==> config.mk <==
export PLATFORM = sky130hd
export DESIGN_NAME = foo_coeff_sequencer_flat
export DESIGN_NICKNAME = d
export VERILOG_FILES = /design/src/rtl/foo_ctrl_pkg.sv /design/src/rtl/foo_coeff_sequencer_if.sv /design/src/rtl/foo_coeff_bank.sv /design/src/rtl/foo_coeff_sequencer.sv /design/src/flat_wrapper.sv
export SDC_FILE = /design/constraint.sdc
export NUM_CORES = 1
export LEC_CHECK = 0
export ABC_AREA = 1
export ABC_CLOCK_PERIOD_IN_PS = 3100
export CAP_MARGIN = 30
export CORE_MARGIN = 10
export CORE_UTILIZATION = 39
export CTS_CLUSTER_SIZE = 30
export DETAILED_ROUTE_END_ITERATION = 10
export PLACE_DENSITY = 0.6
export SYNTH_ARGS = -nofsm -noshare
export SYNTH_HDL_FRONTEND = slang
export SYNTH_HIERARCHICAL = 1
export SYNTH_SLANG_ARGS = --single-unit
==> constraint.sdc <==
create_clock -name i_CLK -period 3.1 [get_ports i_CLK]
set_input_delay 0.62 -clock i_CLK [delete_from_list [all_inputs] [get_ports i_CLK]]
set_output_delay 0.62 -clock i_CLK [all_outputs]
set_load 0.02 [all_outputs]
==> src/rtl/foo_ctrl_pkg.sv <==
// Shared types, parameter defaults and the coefficient packing helper
// for the foo_correction control sequencer.
package foo_ctrl_pkg;

  localparam int unsigned P_CH_NUM_DEF   = 4;
  localparam int unsigned P_K_BIT_DEF    = 10;
  localparam int unsigned P_PIPELINE_DEF = 3;

  // Upper bounds the packing helper can handle (channels x coefficient bits).
  localparam int unsigned COEFF_MAX_CH = 16;
  localparam int unsigned COEFF_MAX_K  = 16;
  localparam int unsigned COEFF_FLAT_W = COEFF_MAX_CH * COEFF_MAX_K;
  localparam int unsigned CH_IDX_W     = $clog2(COEFF_MAX_CH);

  typedef enum logic [1:0] {
    IDLE  = 2'd0,
    ARMED = 2'd1,
    DRAIN = 2'd2,
    SWAP  = 2'd3
  } foo_seq_state_t;

  typedef logic [COEFF_MAX_K-1:0]  coeff_word_t;
  typedef logic [COEFF_FLAT_W-1:0] coeff_flat_t;

  // Concatenate the first ch_num words (k_bit wide each), channel 0 in the LSBs.
  function automatic coeff_flat_t pack_coeff(input coeff_word_t words [COEFF_MAX_CH],
                                             input int unsigned ch_num,
                                             input int unsigned k_bit);
    coeff_flat_t flat;
    coeff_word_t mask;
    flat = '0;
    mask = coeff_word_t'((32'd1 << k_bit) - 32'd1);
    for (int i = int'(COEFF_MAX_CH) - 1; i >= 0; i--) begin
      if (i < int'(ch_num)) begin
        flat = (flat << k_bit) | coeff_flat_t'(words[CH_IDX_W'(i)] & mask);
      end
    end
    return flat;
  endfunction

endpackage

==> src/rtl/foo_coeff_sequencer_if.sv <==
// Config-side write/commit bus of the coefficient sequencer; signal
// directions are named from the sequencer's point of view.
interface foo_coeff_sequencer_if
  import foo_ctrl_pkg::*;
#(
  parameter int unsigned p_ch_num = P_CH_NUM_DEF,
  parameter int unsigned p_k_bit  = P_K_BIT_DEF
);
  localparam int unsigned CH_W  = $clog2(p_ch_num);
  localparam int unsigned VEC_W = p_ch_num * p_k_bit;

  logic                i_WR_VALID;
  logic                o_WR_READY;
  logic [CH_W-1:0]     i_WR_CH;
  logic [p_k_bit-1:0]  i_WR_COEFF;
  logic                i_WR_ENA;
  logic                i_COMMIT_REQ;
  logic                i_FRAME_START;
  logic                o_COMMIT_PEND;
  logic                o_COMMIT_DONE;
  logic [VEC_W-1:0]    o_COEFF_VEC;
  logic [p_ch_num-1:0] o_ENA_VEC;

  modport master (
    output i_WR_VALID, i_WR_CH, i_WR_COEFF, i_WR_ENA, i_COMMIT_REQ, i_FRAME_START,
    input  o_WR_READY, o_COMMIT_PEND, o_COMMIT_DONE, o_COEFF_VEC, o_ENA_VEC
  );

  modport slave (
    input  i_WR_VALID, i_WR_CH, i_WR_COEFF, i_WR_ENA, i_COMMIT_REQ, i_FRAME_START,
    output o_WR_READY, o_COMMIT_PEND, o_COMMIT_DONE, o_COEFF_VEC, o_ENA_VEC
  );

endinterface

==> src/rtl/foo_coeff_bank.sv <==
// Shadow and active coefficient/enable registers. Writes land in the shadow
// bank; a swap copies the whole shadow set into the active registers at once.
module foo_coeff_bank
  import foo_ctrl_pkg::*;
#(
  parameter  int unsigned p_ch_num = P_CH_NUM_DEF,
  parameter  int unsigned p_k_bit  = P_K_BIT_DEF,
  localparam int unsigned CH_W     = $clog2(p_ch_num),
  localparam int unsigned VEC_W    = p_ch_num * p_k_bit
) (
  input  logic                i_clk,
  input  logic                i_rst,
  input  logic                i_wr_en,
  input  logic [CH_W-1:0]     i_wr_ch,
  input  logic [p_k_bit-1:0]  i_wr_coeff,
  input  logic                i_wr_ena,
  input  logic                i_swap,
  output logic [VEC_W-1:0]    o_coeff_vec,
  output logic [p_ch_num-1:0] o_ena_vec
);

  logic [p_k_bit-1:0]  r_shadow_coeff [p_ch_num];
  logic [p_ch_num-1:0] r_shadow_ena;
  logic [VEC_W-1:0]    r_active_coeff;
  logic [p_ch_num-1:0] r_active_ena;

  coeff_word_t w_shadow_words [COEFF_MAX_CH];
  logic        w_wr_hit;

  // Out-of-range channels are accepted upstream but must not touch the bank.
  assign w_wr_hit = i_wr_en && ({1'b0, i_wr_ch} < (CH_W + 1)'(p_ch_num));

  always_ff @(posedge i_clk) begin
    if (i_rst) begin
      r_shadow_coeff <= '{default: '0};
      r_shadow_ena   <= '0;
    end else if (w_wr_hit) begin
      r_shadow_coeff[i_wr_ch] <= i_wr_coeff;
      r_shadow_ena[i_wr_ch]   <= i_wr_ena;
    end
  end

  for (genvar g = 0; g < COEFF_MAX_CH; g++) begin : g_words
    if (g < p_ch_num) begin : g_used
      assign w_shadow_words[g] = coeff_word_t'(r_shadow_coeff[g]);
    end else begin : g_pad
      assign w_shadow_words[g] = '0;
    end
  end

  always_ff @(posedge i_clk) begin
    if (i_rst) begin
      r_active_coeff <= '0;
      r_active_ena   <= '0;
    end else if (i_swap) begin
      r_active_coeff <= VEC_W'(pack_coeff(w_shadow_words, p_ch_num, p_k_bit));
      r_active_ena   <= r_shadow_ena;
    end
  end

  assign o_coeff_vec = r_active_coeff;
  assign o_ena_vec   = r_active_ena;

endmodule

==> src/rtl/foo_coeff_sequencer.sv <==
// Commit sequencer: arms on a commit request, waits for a frame boundary,
// drains the datapath pipeline, then swaps the shadow set in atomically.
module foo_coeff_sequencer
  import foo_ctrl_pkg::*;
#(
  parameter int unsigned p_ch_num   = P_CH_NUM_DEF,
  parameter int unsigned p_k_bit    = P_K_BIT_DEF,
  parameter int unsigned p_pipeline = P_PIPELINE_DEF
) (
  input  logic                  i_CLK,
  input  logic                  i_RST,
  foo_coeff_sequencer_if.slave  bus
);

  localparam int unsigned      CNT_W    = $clog2(p_pipeline + 1);
  localparam logic [CNT_W-1:0] CNT_LAST = CNT_W'(p_pipeline - 1);

  foo_seq_state_t   r_state;
  foo_seq_state_t   w_next_state;
  logic [CNT_W-1:0] r_drain_cnt;
  logic             r_wr_ready;
  logic             r_commit_pend;
  logic             r_commit_done;
  logic             w_wr_fire;
  logic             w_swap;

  always_ff @(posedge i_CLK) begin
    if (i_RST) begin
      r_state <= IDLE;
    end else begin
      r_state <= w_next_state;
    end
  end

  always_comb begin
    w_next_state = r_state;
    w_wr_fire    = 1'b0;
    w_swap       = 1'b0;
    case (r_state)
      IDLE: begin
        w_wr_fire = bus.i_WR_VALID && r_wr_ready;
        if (bus.i_COMMIT_REQ) begin
          w_next_state = ARMED;
        end
      end
      ARMED: begin
        if (bus.i_FRAME_START) begin
          w_next_state = DRAIN;
        end
      end
      DRAIN: begin
        if (r_drain_cnt == CNT_LAST) begin
          w_next_state = SWAP;
        end
      end
      SWAP: begin
        w_swap       = 1'b1;
        w_next_state = IDLE;
      end
      default: w_next_state = IDLE;
    endcase
  end

  // Held at zero outside DRAIN so every drain starts counting from 0.
  always_ff @(posedge i_CLK) begin
    if (i_RST || (r_state != DRAIN)) begin
      r_drain_cnt <= '0;
    end else begin
      r_drain_cnt <= r_drain_cnt + CNT_W'(1);
    end
  end

  always_ff @(posedge i_CLK) begin
    if (i_RST) begin
      r_wr_ready    <= 1'b0;
      r_commit_pend <= 1'b0;
      r_commit_done <= 1'b0;
    end else begin
      r_wr_ready    <= (w_next_state == IDLE);
      r_commit_pend <= (w_next_state != IDLE);
      r_commit_done <= w_swap;
    end
  end

  foo_coeff_bank #(
    .p_ch_num (p_ch_num),
    .p_k_bit  (p_k_bit)
  ) u_bank (
    .i_clk       (i_CLK),
    .i_rst       (i_RST),
    .i_wr_en     (w_wr_fire),
    .i_wr_ch     (bus.i_WR_CH),
    .i_wr_coeff  (bus.i_WR_COEFF),
    .i_wr_ena    (bus.i_WR_ENA),
    .i_swap      (w_swap),
    .o_coeff_vec (bus.o_COEFF_VEC),
    .o_ena_vec   (bus.o_ENA_VEC)
  );

  assign bus.o_WR_READY    = r_wr_ready;
  assign bus.o_COMMIT_PEND = r_commit_pend;
  assign bus.o_COMMIT_DONE = r_commit_done;

endmodule
==> src/flat_wrapper.sv <==
// flat-port wrapper written by rule: the top's interface ports become plain ports
module foo_coeff_sequencer_flat import foo_ctrl_pkg::*;
#(
  parameter int unsigned p_ch_num   = P_CH_NUM_DEF,
  parameter int unsigned p_k_bit    = P_K_BIT_DEF,
  parameter int unsigned p_pipeline = P_PIPELINE_DEF
)
  (i_CLK, i_RST, bus_i_WR_VALID, bus_i_WR_CH, bus_i_WR_COEFF, bus_i_WR_ENA, bus_i_COMMIT_REQ, bus_i_FRAME_START, bus_o_WR_READY, bus_o_COMMIT_PEND, bus_o_COMMIT_DONE, bus_o_COEFF_VEC, bus_o_ENA_VEC);
  foo_coeff_sequencer_if #(.p_ch_num(p_ch_num), .p_k_bit(p_k_bit)) bus_i ();
  input  logic i_CLK;
  input  logic i_RST;
  input wire logic [$bits(bus_i.i_WR_VALID)-1:0] bus_i_WR_VALID;
  input wire logic [$bits(bus_i.i_WR_CH)-1:0] bus_i_WR_CH;
  input wire logic [$bits(bus_i.i_WR_COEFF)-1:0] bus_i_WR_COEFF;
  input wire logic [$bits(bus_i.i_WR_ENA)-1:0] bus_i_WR_ENA;
  input wire logic [$bits(bus_i.i_COMMIT_REQ)-1:0] bus_i_COMMIT_REQ;
  input wire logic [$bits(bus_i.i_FRAME_START)-1:0] bus_i_FRAME_START;
  output wire logic [$bits(bus_i.o_WR_READY)-1:0] bus_o_WR_READY;
  output wire logic [$bits(bus_i.o_COMMIT_PEND)-1:0] bus_o_COMMIT_PEND;
  output wire logic [$bits(bus_i.o_COMMIT_DONE)-1:0] bus_o_COMMIT_DONE;
  output wire logic [$bits(bus_i.o_COEFF_VEC)-1:0] bus_o_COEFF_VEC;
  output wire logic [$bits(bus_i.o_ENA_VEC)-1:0] bus_o_ENA_VEC;
  assign bus_i.i_WR_VALID = bus_i_WR_VALID;
  assign bus_i.i_WR_CH = bus_i_WR_CH;
  assign bus_i.i_WR_COEFF = bus_i_WR_COEFF;
  assign bus_i.i_WR_ENA = bus_i_WR_ENA;
  assign bus_i.i_COMMIT_REQ = bus_i_COMMIT_REQ;
  assign bus_i.i_FRAME_START = bus_i_FRAME_START;
  assign bus_o_WR_READY = bus_i.o_WR_READY;
  assign bus_o_COMMIT_PEND = bus_i.o_COMMIT_PEND;
  assign bus_o_COMMIT_DONE = bus_i.o_COMMIT_DONE;
  assign bus_o_COEFF_VEC = bus_i.o_COEFF_VEC;
  assign bus_o_ENA_VEC = bus_i.o_ENA_VEC;
  foo_coeff_sequencer #(.p_ch_num(p_ch_num), .p_k_bit(p_k_bit), .p_pipeline(p_pipeline)) u_core (.i_CLK(i_CLK), .i_RST(i_RST), .bus(bus_i));
endmodule
* Word level (Yosys, flattened, before mapping)
Index checks and enable logic that the tools add are counted.
Storage, ports and cells: bits in registers 95, input bits 18, output and inout bits 47
Cells by class: add/sub/neg operators 1, $lt $le $gt $ge 4, eq/ne operators 5, mux-type cells 18, bitwise gates (word level) 4, reduce and logical (&&, ||, !) cells 7
Operators by type and width (number):
- 2-to-1 mux 30 bit | 2
- bitwise mux 40 bit | 1
- 2-to-1 mux 20 bit | 2
- OR 40 x 10 -> 40 bit | 1
- 2-to-1 mux 10 bit | 3
- OR 30 x 10 -> 30 bit | 1
- demux 10 bit (select 2 bit) | 1
- OR 20 x 10 -> 20 bit | 1
- case mux 2 bit (4 select lines) | 1
- == test 2 bit, second input constant | 3
- 2-to-1 mux 2 bit | 3
- bitwise mux 4 bit | 1
- zero test 2 bit | 2
- >= comparator 3 bit, second input constant | 1
- logical AND 1 bit | 3
- < comparator 2 x 3 -> 1 bit, second input constant | 1
- < comparator 3 x 1 -> 1 bit, second input constant | 1
- 2-to-1 mux 1 bit | 3
- NOT 2 -> 3 bit | 1
- adder 2 x 1 -> 2 bit, second input constant | 1
- demux 1 bit (select 2 bit) | 1
- == test 2 x 1 -> 1 bit, second input constant | 1
- >= comparator 2 x 1 -> 1 bit, second input constant | 1
- inequality test 2 bit, second input constant | 1
- 2 further kinds | 2

* Longest topological paths before layout
Gate-level depths: netlist (run 1).
depth in word-level cells 11, mapped depth 8, depth with buffers taken out 6

* Cells and area by module
The synthesis (run 1) kept the hierarchy.
By module, submodules not included:
- foo_coeff_bank | times used 1, cells an instance 444, area each 3256.9 µm², sequential area each 1761.7 µm²
- foo_coeff_sequencer | times used 1, cells an instance 35, area each 265.3 µm², sequential area each 140.1 µm²

* Least setup slack after synthesis (run 1)
OpenSTA, ideal clock, no wires.
path kind input to register, from input bus_i_WR_VALID, to register u_core/u_bank/r_shadow_coeff[22] (netlist name), setup time 0.113 ns, arrival 1.356 ns, path slack 1.631 ns, cell stages on the path 7, path buffers 2, cells stage by stage and3_1 -> buf_4 -> nand3_1 -> buf_2 -> nand2_1 -> nand2_1 -> nor2_1
On the way: cells in the longest elaborated chain, start to end 2
Ends and longest elaborated chain:
- from (decl) | RTL line flat_wrapper.sv:12 | input wire logic [$bits(bus_i.i_WR_VALID)-1:0] bus_i_WR_VALID;
- logical AND 1 bit | RTL line foo_coeff_sequencer.sv:41 | w_wr_fire = bus.i_WR_VALID && r_wr_ready;
- 2-to-1 mux 1 bit | RTL line foo_coeff_sequencer.sv:39 | case (r_state)
- to (signal, indexed assignment) | RTL line foo_coeff_bank.sv:38 | r_shadow_coeff[i_wr_ch] <= i_wr_coeff;
- to (decl) | RTL line foo_coeff_bank.sv:22 | logic [p_k_bit-1:0] r_shadow_coeff [p_ch_num];
Every way passes these cells. A chain may end at the register's enable or synchronous reset.

* Worst setup path in the final report (run 1)
from register u_core.u_bank.r_active_ena[2], in the netlist u_core/u_bank/o_ena_vec[2], to output bus_o_ENA_VEC[2]
RTL lines:
- from (decl) | RTL line foo_coeff_bank.sv:25 | logic [p_ch_num-1:0] r_active_ena;
- from (signal assigned) | RTL line foo_coeff_bank.sv:57 | r_active_ena <= r_shadow_ena;
- to (decl) | RTL line flat_wrapper.sv:22 | output wire logic [$bits(bus_i.o_ENA_VEC)-1:0] bus_o_ENA_VEC;
No word-level cell between the ends.

==> results of run 1 <==
## cell usage after synthesis
cell and number:
nand3b_1 1, inv_2 1, and3_1 1, nand3_1 18
a21oi_1 44, clkbuf_1 10, inv_1 54, clkbuf_2 1
clkinv_1 1, nand2_1 85, dfxtp_1 95, buf_2 15
buf_4 3, o21ai_0 44, ha_1 1, nor2_1 105
## worst max-delay path by stage
stage                                       end  slack (ns)  cells past startpoint
2_1_floorplan  u_core/u_bank/r_shadow_coeff[22]        1.63                      7
5_1_grt                     bus_o_COEFF_VEC[22]        1.07                      1
6_report                       bus_o_ENA_VEC[2]        1.15                      1
4_1_cts                     bus_o_COEFF_VEC[34]        1.13                      1
3_3_place_gp      u_core/u_bank/o_coeff_vec[27]        0.94                      5
3_5_place_dp   u_core/u_bank/r_shadow_coeff[26]        0.90                      7
## flip-flops by register name, summed over array words and instances, names as in the netlist
| name | count |
|---|---|
| u_core/r_state | 2 |
| u_core/r_drain_cnt | 2 |
| u_core/bus.o_COMMIT_DONE | 1 |
| u_core/bus.o_WR_READY | 1 |
| u_core/u_bank/r_shadow_coeff | 40 |
| u_core/u_bank/o_ena_vec | 4 |
| u_core/u_bank/r_shadow_ena | 4 |
| u_core/bus.o_COMMIT_PEND | 1 |
| u_core/u_bank/o_coeff_vec | 40 |
## cell families after synthesis
| kind of cell | after synthesis | share of synthesized area (%) |
|---|---|---|
| and+or+nand+nor | 210 | 23.20 |
| DFF | 95 | 54.00 |
| AOI/OAI and AO/OA | 88 | 12.50 |
| buffers and inverters | 85 | 9.946 |
| adders and majority gates | 1 | 0.3552 |
## layout make-up
| cell class | instances | share of cell area (%) |
|---|---|---|
| sequential | 95 | 42.91 |
| inverter | 56 | 4.743 |
| tap | 108 | 3.049 |
| clock buffer | 11 | 3.190 |
| multi-input combinational | 299 | 28.66 |
| clock inverter | 5 | 1.299 |
| antenna | 1 | 0.05647 |
| timing repair buffer | 72 | 16.09 |
## where the power goes
group / internal, W / switching, W
logic: 0.0000771 / 0.000116
clock network: 0.000394 / 0.000421
registers: 0.00125 / 0.0000137
total: 0.00172 / 0.000550
## routing by layer
metal / part of all wire, % / global-route usage, %
met2: 42 / 18.58
met4: 0.74 / 3.713
met1: 49 / 17.47
met3: 7.9 / 5.417
met5: 0 / 0
## through the flow
step,setup WS (ns),utilization [%],instances
floorplan,1.631,-,479
global placement,0.9430,48.27,630
detailed placement,0.9040,48.27,630
CTS,1.126,50.54,646
global route,1.074,50.54,646
finish,1.148,50.57,647
==> metrics.cfg, run 1 <==
[outcome]
status=completed

[final_layout]
ff_latch_area_um2=1902
final_common_cell=nor2_1
nFillCells=873
final_nets=552
area_growth_pct=25.83
drive_above_1_share_pct=4.833
mostFrequentLayoutCells=nor2_1, dfxtp_1, nand2_1
multi_input_area_um2=1270
fin_area_um2=4432

[cts]
clk_pin_slew_ns=0.09
cts_sinks=95
root_buffer=clkbuf_8
holdBufCountCts=0
cts_setup_buffers=0
cts.repair.resized=0
cts_buffers=9
htree_levels=3
clock_latency_ns=0.35
cts_tree=built
clock_path_buffers=2

[die]
initial_core_util_pct=40.19
dieArea_um2=13230
rows=34
fp.dieH_um=115.0
io_pins=65
coreArea_um2=8763
dieWidth_um=115.0

[global_route]
grt_pass1_wl_um=13880
grt.overflow.total=0
grt_max_degree=58
grt_pass1_vias=2820
grt_usage_pct=13.00
antenna_found_initial=0

[timing]
fin_crit_ns=1.952
final-hold-violation-count=0
skew_ns=0.007727
worstMarginPinSlew_ns=0.5371
setup_viol_count_final=0
slew_headroom_pct=64.14
whs_ns=0.4146
fin_crit_sh_pct=62.98
fin_setup_tns_ns=0
rsz0062_at_grt=false
timing.final.max_slew_violations=0
fmax_ghz=0.5122

[setup_path]
reg2reg_to=u_core/u_bank/r_shadow_coeff[26]
critPathLaunch=u_core/u_bank/o_ena_vec[2]
cp_top_family=buffers and inverters
cp_data_arrival_time_ns=1.33
rrSetupSlack_ns=1.46
critPathMaxStageDelay_ns=0.65
critPathBufInv=1
startpoint_type=register
path_class=reg2out
cpMaxStageDelayCell=clkdlybuf4s50_1
rr_worst_depth=7
end_kind=output port
cp_max_fo=2
path_cells=clkdlybuf4s50_1
cp.required_ns=2.48
rr_startpoint=u_core/r_state[1]

[min_path]
min_delay_path_depth=1
hp-start=u_core/r_drain_cnt[0]
hp-class=reg2reg
min_to=u_core/r_drain_cnt[0]

[placed_design]
globalplace.congestion=0.7789
dp_hpwl_um=5784
post_dp_cell_area_um2=4230
io_buffer_count=64

[power_and_ir_drop]
p_leak_nw=2.050
fin_total_pwr_w=0.002272
peakVddDrop_uv=230.5
p_per_area_nw_per_um2=512.7

[synth]
ys_ff_latch=95
syn_avg_cell_area_um2=7.353
ys_warn_count=6
synth_top_area_cell=dfxtp_1
synth_cells=479
yosysUniqueCellTypes=16
ys_seq_area_share_pct=54.00
synth.area.top_cells=dfxtp_1, nor2_1, nand2_1
synthesis.nets=498
yosysTopAreaCellShare_pct=54.00
syn_area_um2=3522

[drt]
drc_errors=0
post_drt_wl_per_cell_um=13.25
routed-via-count=3000
firstDrtPassIters=4
antenna_left=0
first_iter_violations=159
viasPerCell=4.637
routed_wl_um=8571

[run]
cap_violations=0

No activity file was read; power rests on OpenSTA's default activity.
==> run 2, diff against run 1 <==
Settings changed: ABC_CLOCK_PERIOD_IN_PS 3100 to 1850.
Clock period 3.1 ns to 1.85 ns, I/O delays scaled along.
==> metrics.cfg, run 2 (synthesis results as in run 1) <==
[timing]
slew_headroom_pct=74.40
fin_setup_tns_ns=0
fin_crit_ns=1.717
setup_viol_count_final=0
skew_ns=0.009527
timing.final.max_slew_violations=0
fmax_ghz=0.5825
rsz0062_at_grt=false
worst_slack_ns=0.1332
fin_crit_sh_pct=92.80
final-hold-violation-count=0
worstMarginPinSlew_ns=0.3835

[final_layout]
drive_above_1_share_pct=5.009
final_nets=553
layout.cells.non_filler=647
fin_area_um2=4484
nFillCells=861
ff_latch_area_um2=1902
multi_input_area_um2=1270
final_common_cell=nor2_1
diodes=0
final_util_pct=51.17
area_growth_pct=27.32
mostFrequentLayoutCells=nor2_1, dfxtp_1, nand2_1

[die]
fp.dieH_um=115.0
dieWidth_um=115.0
initial_core_util_pct=40.19
io_pins=65
coreArea_um2=8763
rows=34
dieArea_um2=13230

[cts]
clock_latency_ns=0.35
cts_setup_buffers=0
cts.repair.resized=0
cts_sinks=95
clock_path_buffers=2
cts_tree=built
holdBufCountCts=0
cts_buffers=9
clk_pin_slew_ns=0.09
root_buffer=clkbuf_8
htree_levels=3

[drt]
first_iter_violations=114
routed_wl_um=8456
drc_errors=0
viasPerCell=4.598
post_drt_wl_per_cell_um=13.07
firstDrtPassIters=4
routed-via-count=2975
antenna_left=0

[global_route]
grt_max_degree=50
grt.overflow.total=0
grt_pass1_wl_um=13790
grt_pass1_vias=2813
antenna_found_initial=0
grt_usage_pct=12.82

[power_and_ir_drop]
p_leak_nw=2.073
peakVddDrop_uv=360.4
p_per_area_nw_per_um2=858.7

[placed_design]
io_buffer_count=64
dp_hpwl_um=5598
place_worst_setup_slack_ns=0.1809
post_dp_cell_area_um2=4275
globalplace.congestion=0.7593
placedCellCount=631

[setup_path]
end_kind=output port
cp.required_ns=1.48
startpoint_type=register
path_cells=clkdlybuf4s50_1
path_class=reg2out
cp_top_family=buffers and inverters
cp_data_arrival_time_ns=1.35
cp_max_fo=2
cpMaxStageDelayCell=clkdlybuf4s50_1
critPathBufInv=1
critPathMaxStageDelay_ns=0.65

[outcome]
status=completed

[min_path]
hp-class=reg2reg

[run]
cap_violations=0

## run 2: through the flow
step | power (W) | hold slack (ns)
2_1_floorplan | 0.002343 | 0.3920
3_3_place_gp | 0.002494 | 0.3999
3_5_place_dp | 0.002499 | 0.4120
4_1_cts | 0.003901 | 0.4257
5_1_grt | 0.004014 | 0.4547
6_report | 0.003851 | 0.4255
## run 2: path summary, 6_finish.rpt
check,startpoint,endpoint,slack [ns],cells past startpoint
max,u_core/u_bank/o_coeff_vec[10],bus_o_COEFF_VEC[10],0.13,1
min,u_core/r_drain_cnt[0],u_core/r_drain_cnt[0],0.43,1
max reg2reg,u_core/r_state[1],u_core/u_bank/o_coeff_vec[2],0.36,5
min reg2reg,u_core/r_drain_cnt[0],u_core/r_drain_cnt[0],0.43,1
## run 2: report_power, final
group	internal, W	switching (W)
registers	0.00210	0.0000222
clock network	0.000702	0.000699
logic	0.000136	0.000196
## run 2: worst reg2reg max path, cell delays in order, from the launching register on
cell     delay [ns]
dfxtp_1        0.43
nand2_1        0.11
inv_2          0.31
inv_1          0.28
nor2_1         0.19
nor2_1         0.06
## run 2: layout make-up
class | count | share of cell area [%]
Multi-Input combinational cell | 299 | 28.32
Clock inverter | 4 | 1.200
Timing Repair Buffer | 73 | 16.91
Inverter | 56 | 4.688
Sequential cell | 95 | 42.41
Tap cell | 108 | 3.013
Clock buffer | 12 | 3.460
## run 2: per-layer routing
layer  up-vias  share of wire, %  track usage, %
met2        61                42           18.81
met5         -                 0               0
li1       1582                 -               -
met1      1328                50           17.09
met4         0              0.65           4.455
met3         4               7.6           4.479
==> run 3, diff against run 2 <==
Settings changed: ABC_CLOCK_PERIOD_IN_PS 1850 to 2100, CORE_ASPECT_RATIO from default to 2, GPL_ROUTABILITY_DRIVEN from default to 0.
Clock period 1.85 ns to 2.1 ns, I/O delays scaled along.
==> metrics.cfg, run 3 (synthesis results as in run 1) <==
[global_route]
grt.overflow.total=0
grt_usage_pct=13.19
grt_max_degree=58
grt_pass1_vias=2805
antenna_found_initial=0
grt_pass1_wl_um=14080

[drt]
post_drt_wl_per_cell_um=13.58
firstDrtPassIters=5
drc_errors=0
first_iter_violations=177
routed_wl_um=8690
antenna_left=0
routed-via-count=3027
viasPerCell=4.730

[cts]
htree_levels=3
holdBufCountCts=0
clock_latency_ns=0.33
cts.repair.resized=0
cts_buffers=9
root_buffer=clkbuf_16
cts_sinks=95
clock_path_buffers=2
cts_setup_buffers=0
cts_tree=built
clk_pin_slew_ns=0.06

[min_path]
hp-start=u_core/r_drain_cnt[0]
hp-class=reg2reg
min_to=u_core/r_drain_cnt[0]
min_delay_path_depth=1

[final_layout]
final_common_cell=nor2_1
layout.cells.non_filler=640
area_growth_pct=28.88
drive_above_1_share_pct=4.647
diodes=0
final_nets=552
mostFrequentLayoutCells=nor2_1, dfxtp_1, nand2_1

[timing]
skew_ns=0.004711
worstMarginPinSlew_ns=0.3613
final-hold-violation-count=0
slew_headroom_pct=75.88
fmax_ghz=0.5776
fin_setup_tns_ns=0
setup_viol_count_final=0
rsz0062_at_grt=false
timing.final.max_slew_violations=0
fin_crit_sh_pct=82.44
worst_slack_ns=0.3687
fin_crit_ns=1.731
whs_ns=0.4159

[power_and_ir_drop]
switching_share_pct=22.31
p_leak_nw=2.112
comb_power_share_pct=7.7
switching_power_w=0.0008375
peakVddDrop_uv=607.4
p_int_w=0.002917
p_seq_share_pct=49.8
p_clk_share_pct=42.5
p_per_area_nw_per_um2=827.0

[die]
rows=49
io_pins=65
coreArea_um2=8890
fp.dieH_um=154.4
initial_core_util_pct=39.62
dieWidth_um=87.20
dieArea_um2=13460

[placed_design]
io_buffer_count=64
place_worst_setup_slack_ns=0.3588
dp_hpwl_um=6130
placedCellCount=624

[setup_path]
cp_data_arrival_time_ns=1.31
startpoint_type=register
critPathMaxStageDelay_ns=0.63
critPathBufInv=1
cp.required_ns=1.68
path_class=reg2out
reg2reg_to=u_core/u_bank/o_coeff_vec[32]
cpMaxStageDelayCell=clkdlybuf4s50_1
rrSetupSlack_ns=0.61
rr_worst_depth=5
cp_max_fo=2
end_kind=output port
path_cells=clkdlybuf4s50_1
cp_top_family=buffers and inverters
rr_startpoint=u_core/r_state[1]

[run]
cap_violations=0

[outcome]
status=completed

==> run 3: cell types whose count changed in the layout (fill, tap and decap cells not counted) <==
cell and change:
clkbuf_16 +9, clkinv_4 -1, clkinv_2 +3, buf_12 -1, clkbuf_8 -10, clkinvlp_4 -2, clkbuf_1 +1
==> run 3: cell type report <==
class | instances | area, µm²
inverters | 56 | 210.2
well taps | 102 | 127.6
repair buffers | 72 | 738.2
clock inverters | 4 | 45.04
flip-flops and latches | 95 | 1902
clock buffers | 12 | 246.5
fillers | 853 | 4350
multi-input cells | 299 | 1270
==> run 3: power groups by stage <==
| stage | combinational, W | clock (W) | sequential (W) |
|---|---|---|---|
| 4_1_cts | 0.000294 | 0.00163 | 0.00187 |
| 3_5_place_dp | 0.000292 | 0 | 0.00191 |
| 6_report | 0.000291 | 0.00159 | 0.00187 |
| 2_1_floorplan | 0.000130 | 0 | 0.00193 |
| 3_3_place_gp | 0.000289 | 0 | 0.00191 |
| 5_1_grt | 0.000323 | 0.00171 | 0.00187 |
==> run 3: worst max path at each step <==
stage | slack, ns | endpoint | startpoint | depth (start not counted)
2_1_floorplan | 0.82 | u_core/u_bank/r_shadow_coeff[22] | u_core/r_state[1] | 8
3_3_place_gp | 0.38 | u_core/u_bank/r_shadow_coeff[18] | bus_i_WR_VALID | 6
3_5_place_dp | 0.36 | u_core/u_bank/r_shadow_coeff[14] | bus_i_WR_VALID | 7
4_1_cts | 0.34 | bus_o_COEFF_VEC[12] | u_core/u_bank/o_coeff_vec[12] | 1
5_1_grt | 0.32 | bus_o_COEFF_VEC[22] | u_core/u_bank/o_coeff_vec[22] | 1
6_report | 0.37 | bus_o_COEFF_VEC[12] | u_core/u_bank/o_coeff_vec[12] | 1
==> run 3: routing by layer <==
metal / up-vias / track usage (%) / wire [µm]
met5: - / 0 / 0
met2: 90 / 21.82 / 4376
li1: 1585 / - / -
met1: 1344 / 15.01 / 3613
met3: 8 / 3.893 / 526
met4: 0 / 5.954 / 173
==> run 3: through the flow <==
stage | total power [W] | instance area [µm²] | util [%]
after floorplan | 0.002064 | 3522 | -
after global routing | 0.003908 | 4539 | 51.06
after detailed placement | 0.002202 | 4248 | 47.78
after global placement | 0.002198 | 4248 | 47.78
after CTS | 0.003795 | 4539 | 51.06
final | 0.003754 | 4539 | 51.06
